[src/rtl/rv_skid_ready_if.sv]
// rv_if: ready/valid handshake bundle with payload, plus views for slice ports
interface rv_if #(
    parameter int DATA_W = 8
);
    logic              valid;
    logic              ready;
    logic [DATA_W-1:0] data;

    modport ingress   (input valid, input data, output ready);
    modport egress_rv (output valid, input ready);
endinterface

[src/rtl/rv_skid_ready.sv]
// rv_skid_ready: ready-path register slice with a two-entry skid store
module rv_skid_ready #(
    parameter int DATA_W = 8
) (
    input  logic              clk,
    input  logic              rst,
    rv_if.ingress             rv_i,
    rv_if.egress_rv           rv_e,
    output logic [DATA_W-1:0] data_o,
    output logic [1:0]        occ
);
    typedef enum logic [1:0] {
        EMPTY = 2'b00,
        ONE   = 2'b10,
        FULL  = 2'b11
    } state_t;

    state_t            state, state_n;
    logic [DATA_W-1:0] main_q, main_n, skid_q, skid_n;
    logic              ready_q;
    logic              in_fire, out_fire;

    assign in_fire  = rv_i.valid & ready_q;
    assign out_fire = (state != EMPTY) & rv_e.ready;

    assign rv_i.ready = ready_q;
    assign rv_e.valid = (state != EMPTY);
    assign data_o     = main_q;
    assign occ        = (state == FULL) ? 2'd2 : (state == ONE) ? 2'd1 : 2'd0;

    // next occupancy and word movement; the skid word always refills main first
    always_comb begin
        state_n = state;
        main_n  = main_q;
        skid_n  = skid_q;
        case (state)
            EMPTY: begin
                if (in_fire) begin
                    state_n = ONE;
                    main_n  = rv_i.data;
                end
            end
            ONE: begin
                if (in_fire && out_fire) begin
                    main_n = rv_i.data;
                end else if (in_fire) begin
                    state_n = FULL;
                    skid_n  = rv_i.data;
                end else if (out_fire) begin
                    state_n = EMPTY;
                end
            end
            FULL: begin
                if (out_fire) begin
                    state_n = ONE;
                    main_n  = skid_q;
                    skid_n  = '0;
                end
            end
            default: state_n = EMPTY;
        endcase
    end

    // state, payload and registered ingress ready (no path from rv_e.ready)
    always_ff @(posedge clk or posedge rst) begin
        if (rst) begin
            state   <= EMPTY;
            main_q  <= '0;
            skid_q  <= '0;
            ready_q <= 1'b0;
        end else begin
            state   <= state_n;
            main_q  <= main_n;
            skid_q  <= skid_n;
            ready_q <= (state_n != FULL);
        end
    end
endmodule

[src/flat_wrapper.sv]
// flat-port wrapper written by rule: the top's interface ports become plain ports
module rv_skid_ready_flat 
#(
    parameter int DATA_W = 8
)
  (clk, rst, data_o, occ, rv_i_valid, rv_i_data, rv_i_ready, rv_e_valid, rv_e_ready);
  rv_if #(.DATA_W(DATA_W)) rv_i_i ();
  rv_if #(.DATA_W(DATA_W)) rv_e_i ();
  input  logic clk;
  input  logic rst;
  output logic [DATA_W-1:0] data_o;
  output logic [1:0] occ;
  input wire logic [$bits(rv_i_i.valid)-1:0] rv_i_valid;
  input wire logic [$bits(rv_i_i.data)-1:0] rv_i_data;
  output wire logic [$bits(rv_i_i.ready)-1:0] rv_i_ready;
  output wire logic [$bits(rv_e_i.valid)-1:0] rv_e_valid;
  input wire logic [$bits(rv_e_i.ready)-1:0] rv_e_ready;
  assign rv_i_i.valid = rv_i_valid;
  assign rv_i_i.data = rv_i_data;
  assign rv_i_ready = rv_i_i.ready;
  assign rv_e_valid = rv_e_i.valid;
  assign rv_e_i.ready = rv_e_ready;
  rv_skid_ready #(.DATA_W(DATA_W)) u_core (.clk(clk), .rst(rst), .rv_i(rv_i_i), .rv_e(rv_e_i), .data_o(data_o), .occ(occ));
endmodule
[config.mk]
export PLATFORM = sky130hd
export DESIGN_NAME = rv_skid_ready_flat
export DESIGN_NICKNAME = d
export VERILOG_FILES = /design/src/rtl/rv_skid_ready_if.sv /design/src/rtl/rv_skid_ready.sv /design/src/flat_wrapper.sv
export SDC_FILE = /design/constraint.sdc
export NUM_CORES = 1
export LEC_CHECK = 0
export BUFFER_PORTS_ARGS = -buffer_cell sky130_fd_sc_hd__buf_2
export CAP_MARGIN = 40
export CORE_MARGIN = 2
export CORE_UTILIZATION = 53
export DETAILED_ROUTE_END_ITERATION = 16
export GPL_TIMING_DRIVEN = 0
export HOLD_SLACK_MARGIN = 0.1
export PLACE_DENSITY = 0.81
export SYNTH_ARGS = -nofsm -noshare
export SYNTH_HDL_FRONTEND = slang
export SYNTH_SLANG_ARGS = --single-unit
[constraint.sdc]
create_clock -name clk -period 4.5 [get_ports clk]
set_input_delay 0.45 -clock clk [delete_from_list [all_inputs] [get_ports clk]]
set_output_delay 0.45 -clock clk [all_outputs]
set_load 0.02 [all_outputs]
==> results of run 1 <==
[power groups by stage]
stage               clock network (mW)  logic [mW]  registers, mW
floorplan                            0      0.0790          0.272
CTS                             0.0849       0.160          0.239
global placement                     0       0.157          0.239
finish                          0.0820       0.158          0.239
detailed placement                   0       0.160          0.242
global route                    0.0898       0.170          0.244
[flip-flops by register name, indices dropped and copies added (netlist names)]
signal,flops
u_core.data_o,8
u_core.rv_i.ready,1
u_core.skid_q,8
u_core.state,2
[metrics by stage]
stage,hold slack (ns),instance area (um^2),std cells,util (%)
4_1_cts,0.271,1010,103,66.9
3_5_place_dp,0.489,981,99,65.1
5_1_grt,0.325,1010,103,66.9
2_1_floorplan,0.401,846,60,-
6_report,0.247,1010,103,66.9
3_3_place_gp,0.481,981,99,65.1
[area by class of cell]
class / count / area, um^2
plain buffers: 1 / 5.00
clock buffers: 4 / 26.3
fillers: 119 / 499
inverters: 3 / 11.3
multi-input cells: 37 / 354
flip-flops and latches: 19 / 475
well taps: 16 / 20.0
repair buffers: 23 / 115
[worst register-to-register path: cells and delay by family (launching register included)]
| kind | cells | cell delay, ns |
|---|---|---|
| and+or+nand+nor | 2 | 0.59 |
| muxes | 1 | 0.39 |
| DFF | 1 | 0.47 |
[final timing paths]
path	slack (ns)	start	cells past startpoint	endpoint
setup / recovery	2.85	u_core.state[1]	3	occ[1]
hold / removal	0.25	rst	2	u_core.skid_q[0]
setup reg to reg	2.95	u_core.state[1]	3	u_core.data_o[6]
hold reg to reg	0.51	u_core.data_o[1]	1	u_core.data_o[1]
max in group asynchronous	3.82	rst	2	u_core.skid_q[1]
min in group clk	0.39	rv_i_data[7]	2	u_core.skid_q[7]
[cells by family (layout without fill, tap and decap cells)]
| logic type | count (synthesis) | after routing |
|---|---|---|
| multiplexers | 16 | 16 |
| AO/OA/AOI/OAI | 11 | 11 |
| buffers and inverters | 4 | 31 |
| flip-flops | 19 | 19 |
| AND/OR/NAND/NOR | 10 | 10 |
[Yosys cell counts]
cell type  instances  share of area (%)
nor3_4             1                1.9
nand2b_1           2                1.5
and2b_4            1                1.2
buf_2              1               0.59
a21oi_1            1               0.59
mux2_1             8                 11
and3b_1            1                1.0
dfrtp_1           19                 56
nor2b_1            2                1.5
a22o_1             8                8.3
or2_2              1               0.74
nand2_2            1               0.74
mux2_2             8                 11
and2_0             1               0.74
o211ai_2           1                1.5
inv_1              3                1.3
a21o_1             1               0.89
[per-layer routing]
| layer | up-vias | part of all wire, % | global-route usage, % |
|---|---|---|---|
| met5 | - | 0 | 0 |
| met4 | 0 | 0.98 | 6.06 |
| met3 | 3 | 6.2 | 2.92 |
| met2 | 24 | 48 | 28.2 |
| met1 | 262 | 45 | 23.1 |
| li1 | 274 | - | - |
==> metrics, run 1 <==
I/O pin total=24; routability cong.=0.699; total CTS buffers=3; grt ovf=0; max incr delay on CP=0.47 ns; final setup margin=2.85 ns; die area=1930 um^2; Total GRT Usage=17.2%; Yosys warning count=0; Core Area=1510 um^2; Synthesized Nets=72; crit path max fanout=9; Setup Skew=0.000944 ns; Seq/Total Area, Yosys=56.2%; Gate power share=33.0%; CTS tree=built; Synth-to-Final Area Change=19.1%; clk_lat worst skew=0.29 ns; DRT iter0 DRCs=7; Maximum Capacitance Violations=0; status=completed; Pwr Density=475 nW/um^2; Post-DRT Antenna Nets=0; layout cell share with drive strength beyond 1=46.0%; setup TNS=0 ns; clock slew at reported path FFs=0.10 ns; Int Pwr=323 uW; Slew Limit Fails=0; Max clock buf depth=2; Worst setup SP type=register; ANT cells=0; Synth Cell Area=846 um^2; Slew @ Worst Pin=0.682 ns; unrepaired setup endpoints after global routing=false; Post-Synth Adder-Cell Area=0%; Synth Area in Simple Gates=9.32%; vias in the first global route=547; post-synthesis compound-gate area fraction=11.2%; commonest cells after routing, fill and taps aside=buf_2 (24), dfrtp_1 (19), mux2_1 (8), mux2_2 (8), a22o_1 (8); Place WS=2.83 ns; most common cell after layout, fill and taps aside=buf_2; switching share of power=32.6%; initial antenna violation count=0; sequence of cells on the critical path=nand2_2 -> inv_1 -> buf_2; clock tree root driver cell=clkbuf_4; Via-to-Cell Ratio=5.47; Distinct cells, synth=17; nature of the critical path endpoint=output pin; final hold vios=0; Max Freq=604 MHz; mux cell area share after synthesis=21.3%; clock share of power=17.1%; Peak VDD IR=0.278 mV; Rows=14; CTS Hold Bufs=0; DRC=0; largest family of logic cells by synthesized area=multiplexers; starting density of the core=56.1%; drt first pass iters=4; Worst EP required=4.05 ns; DR vias=563; Final setup viols=0; sequential power share=49.9%; die height=44.0 um; postcts setup bufs=0; htree depth=1; Port Buffers=23; period utilization=36.8%; xor/xnor cell area share of the yosys netlist=0%; Gate Count Post-Synth=60; Final Total Pwr=479 uW; clock sinks=19; Largest delay share family, worst path=flip-flops; Final min period=1.65 ns; critical path class=register to output pin; largest net degree at the start of global routing=20; Hold Path Class=input port to asynchronous set/reset pin; Avg Cell Area, Syn=14.1 um^2; DIE WIDTH=44.0 um; mean routed wirelength per cell=13.9 um; slowest CP cell=dfrtp_1; detailed-route wire length=1.43 mm; Rel. slew slack=54.5%; worst path buffer plus inverter count=2; CTS resizes=0; post-synthesis sequential element count=19; global-route wire length before repair=2.43 mm; Leak Pwr=0.503 nW; arrival time at the worst endpoint=1.20 ns; fin nets=100; P_sw=156 uW
No activity file was read; power rests on OpenSTA's default activity.
==> run 2: changes to the inputs <==
- CORE_UTILIZATION: 53 -> 44
- PLACE_DENSITY: 0.81 -> 0.72
- clock period: 4.5 -> 1.4 ns (I/O delays scaled with it)
==> run 2 against run 1 <==
The run now ends with setup timing left. Count of clock-buffer cells in the layout stayed put. Clock power grew to 3.2 times the previous value. Sequential cell count stayed put. Combinational power grew to 3.5 times the previous value. Final cell count is 20% higher. Register-to-register slack worse by 3.0 ns. Routed wire length is 14% higher. First-iteration DRC count stayed put. Sequential share of layout area is 5.5 points lower. Setup slack worse by 2.9 ns. Non-clock buffer count is 12 higher. Critical endpoint is now u_core.data_o[3].
==> metrics, run 2 (same netlist as run 1, synthesis figures left out) <==
M3 GR Usage=4.53%; Rel. slew slack=52.4%; I/O pin total=24; status=complete, but fails checks; initial antenna violation count=0; period utilization=101%; GRT Max-Usage Layer=met2; Total GRT Usage=17.3%; final setup margin=-0.00734 ns; Port Buffers=23; hold slack=0.260 ns; final hold vios=0; total CTS buffers=3; failing checks=setup timing; met1 Usage GRT=22.4%; DRT iter0 DRCs=7; DIE WIDTH=47.8 um; Post-DP Area=993 um^2; Leak Pwr=0.559 nW; met2 usage=26.9%; htree depth=1; critical path class=register to register; Via-to-Cell Ratio=4.90; Setup Skew=0.00170 ns; CTS tree=built; die height=47.8 um; Synth-to-Final Area Change=35.9%; most common cell after layout, fill and taps aside=buf_2; Pwr Density=1380 nW/um^2; ANT cells=0; setup TNS=-0.0226 ns; Hold Path Class=input port to register; Worst setup SP type=register; Worst Setup EP=u_core.data_o[3]; Crit Reg-Reg Startpoint=u_core.state[1]; Post-DRT Antenna Nets=0; Rows=15; Core Area=1760 um^2; Slew @ Worst Pin=0.714 ns; Final min period=1.41 ns; # fillers=161; DRC=0; nature of the critical path endpoint=register; clock slew at reported path FFs=0.10 ns; unrepaired setup endpoints after global routing=true; grt ovf=0; Final Total Pwr=1.59 mW; layout cell share with drive strength beyond 1=47.5%; Final setup viols=5; routability cong.=0.696; drt first pass iters=4; Peak VDD IR=0.797 mV; r2r worst-path depth=4; Worst EP required=1.58 ns; Slew Limit Fails=0; arrival time at the worst endpoint=1.58 ns; die area=2290 um^2; Design Area, Final=1150 um^2; DR vias=607; clk_lat worst skew=0.28 ns; Max clock buf depth=2; largest net degree at the start of global routing=20; commonest cells after routing, fill and taps aside=buf_2 (24), dfrtp_1 (16), dlygate4sd3_1 (9); start point of the critical path=u_core.state[1]; clock sinks=19; mean routed wirelength per cell=13.1 um; Maximum Capacitance Violations=0; Max Freq=711 MHz; vias in the first global route=564; FF-to-FF setup slack=-0.007 ns; global-route wire length before repair=2.60 mm; starting density of the core=47.9%; fin nets=112; detailed-route wire length=1.63 mm; Reg2Reg Capture Point=u_core.data_o[3]; clock tree root driver cell=clkbuf_4; crit path max fanout=7
run 2: stage by stage:
| stage | util (%) | setup slack [ns] | std cells |
|---|---|---|---|
| after floorplan | - | -0.00680 | 60 |
| after global placement | 56.3 | -0.138 | 108 |
| after detailed placement | 56.3 | -0.158 | 108 |
| after CTS | 64.6 | 0.00637 | 124 |
| after global routing | 65.2 | -0.0656 | 124 |
| final | 65.2 | -0.00734 | 124 |
run 2: report_power, final:
part / switching [mW] / total, mW / internal, mW / leakage, nW
Clock: 0.150 / 0.261 / 0.111 / 0.0150
Sequential: 0.0815 / 0.774 / 0.692 / 0.231
Combinational: 0.285 / 0.556 / 0.271 / 0.313
Total: 0.517 / 1.59 / 1.07 / 0.559
run 2: final cells by class:
class                      count  area, um^2  area share [%]
sequential                    19         479            41.7
multi-input combinational     37         369            32.1
timing repair buffer          35         228            19.8
tap                           25        31.3            2.72
clock buffer                   4        26.3            2.29
inverter                       3        11.3           0.979
buffer                         1        5.00           0.435
run 2: layer usage:
metal,up-vias,share of wire [%]
li1,298,-
met1,293,47
met2,14,49
met3,2,3.7
met4,0,0.80
met5,-,0
run 2: worst min-delay path by stage:
stage / cells after the start / slack [ns] / startpoint / end
2_1_floorplan: 1 / 0.09 / rst / u_core.data_o[0]
6_report: 3 / 0.26 / rv_i_valid / u_core.rv_i.ready
4_1_cts: 3 / 0.22 / rv_e_ready / u_core.state[1]
3_5_place_dp: 2 / 0.30 / rst / u_core.skid_q[1]
5_1_grt: 3 / 0.26 / rv_e_ready / u_core.state[1]
3_3_place_gp: 2 / 0.28 / rst / u_core.state[0]
run 2: timing repair:
action                     CTS  global route
hold endpoints to repair    27             0
buffers inserted             3             0
setup endpoints to repair    8            12
hold buffers                 9             0
gates resized for setup      3             2
pin swaps                    1             0
run 2: critical path: stages, from the launching register on:
cell and delay [ns]:
dfrtp_2 0.48, and2b_4 0.21, nor3_4 0.12, buf_4 0.17, mux2_2 0.33
==> run 3: changes to the inputs <==
- CORE_UTILIZATION: 44 -> 35
- PLACE_DENSITY: 0.72 -> unset
==> run 3 against run 2 <==
The flow still finishes with violations (setup timing). Fmax shrank 0.89%. Critical endpoint is now u_core.data_o[1]. Combinational power grew 11%. Final cell count grew 4.0%. Largest cell class unchanged. First-iteration DRC count shrank 57%. Design area grew 5.2%. Highest routed layer is now met3. Utilization shrank 12 points. Critical path type unchanged. Count of clock-buffer cells in the layout shrank 1. Register-to-register slack is essentially flat. Critical path depth is the same. Via count grew 0.33%. Non-clock buffer count grew 2.
==> metrics, run 3 (same netlist as run 1, synthesis figures left out) <==
most common cell after layout, fill and taps aside=buf_2; clk_lat worst skew=0.30 ns; Final min period=1.42 ns; Post-DRT Antenna Nets=0; slowest CP cell=dfrtp_2; Max clock buf depth=2; commonest cells after routing, fill and taps aside=buf_2 (22), dfrtp_1 (16), dlygate4sd3_1 (9); final hold vios=0; layout cell share with drive strength beyond 1=50.5%; clock tree root driver cell=clkbuf_4; Gate power share=37.1%; Design Area, Final=1210 um^2; Slew Limit Fails=0; clock sinks=19; final non-filler cell total=129; Max Freq=704 MHz; setup TNS=-0.0700 ns; switching share of power=32.7%; global-route wire length before repair=2.55 mm; P_sw=542 uW; clock share of power=16.3%; die area=2830 um^2; drt first pass iters=4; Largest delay share family, worst path=flip-flops; Worst EP required=1.59 ns; Layout Utilization=53.7%; critical path class=register to register; Post-DP Area=997 um^2; max incr delay on CP=0.48 ns; Placed Cells=111; Core Area=2250 um^2; Hold Path Class=input port to register; DIE WIDTH=53.2 um; Synth-to-Final Area Change=43.0%; mean routed wirelength per cell=12.7 um; starting density of the core=37.5%; Peak VDD IR=1.15 mV; die height=53.2 um; Final Total Pwr=1.66 mW; Setup Skew=0.00399 ns; clock slew at reported path FFs=0.11 ns; Rows=17; arrival time at the worst endpoint=1.61 ns; Port Buffers=23; status=complete, but fails checks; # fillers=217; ANT cells=0; worst path buffer plus inverter count=1; largest net degree at the start of global routing=20; Via-to-Cell Ratio=4.72; I/O pin total=24; Rel. slew slack=52.8%; Worst setup SP type=register; Final setup viols=5; final setup margin=-0.0199 ns; fin nets=114; nature of the critical path endpoint=register; sequence of cells on the critical path=and2b_4 -> nor3_4 -> buf_6 -> mux2_2; total CTS buffers=3; unrepaired setup endpoints after global routing=true; Total GRT Usage=12.9%; initial antenna violation count=0; DRT iter0 DRCs=3; detailed-route wire length=1.64 mm; start point of the critical path=u_core.state[1]; htree depth=1; DR vias=609; crit path max fanout=6; Pwr Density=1370 nW/um^2; Int Pwr=1.12 mW; grt ovf=0; routability cong.=0.677; vias in the first global route=567; Slew @ Worst Pin=0.707 ns; DRC=0; failing checks=setup timing; CTS tree=built; period utilization=101%; Leak Pwr=0.593 nW; hold wc startpoint=rv_i_valid; Maximum Capacitance Violations=0; sequential power share=46.5%; Crit Reg-Reg Startpoint=u_core.state[1]
## run 3: cell count changes in the layout (fill, tap and decap cells not counted), moves of 2 or more
cell / change
mux2_2: -3
buf_2: -2
mux2_4: +3
buf_6: +4
## run 3: layout make-up
class | count | area (um^2) | area share (%)
Multi-Input combinational cell | 37 | 389 | 32.2
Timing Repair Buffer | 37 | 256 | 21.2
Inverter | 3 | 11.3 | 0.931
Clock buffer | 3 | 22.5 | 1.86
Tap cell | 28 | 35.0 | 2.90
Buffer | 1 | 11.3 | 0.931
Sequential cell | 19 | 479 | 39.6
Clock inverter | 1 | 5.00 | 0.414
## run 3: repair_timing
action / in CTS / in global routing
resized for setup: 7 / 11
pin swaps: 1 / 0
endpoints found under the hold margin: 27 / 0
setup buffers: 5 / 0
hold buffers: 9 / 0
gates cloned: 0 / 0
endpoints found under the setup margin: 8 / 17
## run 3: worst paths after layout
path	end	slack (ns)	cells after the start
max in group asynchronous	u_core.state[0]	0.43	3
hold / removal	u_core.rv_i.ready	0.23	3
setup / recovery	u_core.data_o[1]	-0.02	4
min in group asynchronous	u_core.skid_q[2]	0.49	3
setup reg to reg	u_core.data_o[1]	-0.02	4
hold reg to reg	u_core.skid_q[2]	0.51	1
## run 3: tightest hold or removal path: stages
cell	delay, ns
buf_2	0.08
a21oi_1	0.10
nand2b_1	0.17
## run 3: layer usage
metal,track usage [%],routed length [um]
met4,2.56,0
met5,0,0
met1,15.4,745
met3,5.08,85
met2,21.9,804
## run 3: stage by stage
step / hold WS [ns] / worst slack, ns
2_1_floorplan: 0.0911 / -0.00680
3_3_place_gp: 0.294 / -0.179
3_5_place_dp: 0.299 / -0.179
4_1_cts: 0.201 / -0.00408
5_1_grt: 0.220 / -0.0683
6_report: 0.230 / -0.0199
## run 3: power by group through the flow
stage	sequential [mW]	clock, mW	combinational [mW]
6_report	0.772	0.271	0.616
5_1_grt	0.790	0.309	0.665
4_1_cts	0.772	0.287	0.580
3_5_place_dp	0.775	0	0.515
3_3_place_gp	0.771	0	0.509
2_1_floorplan	0.874	0	0.254
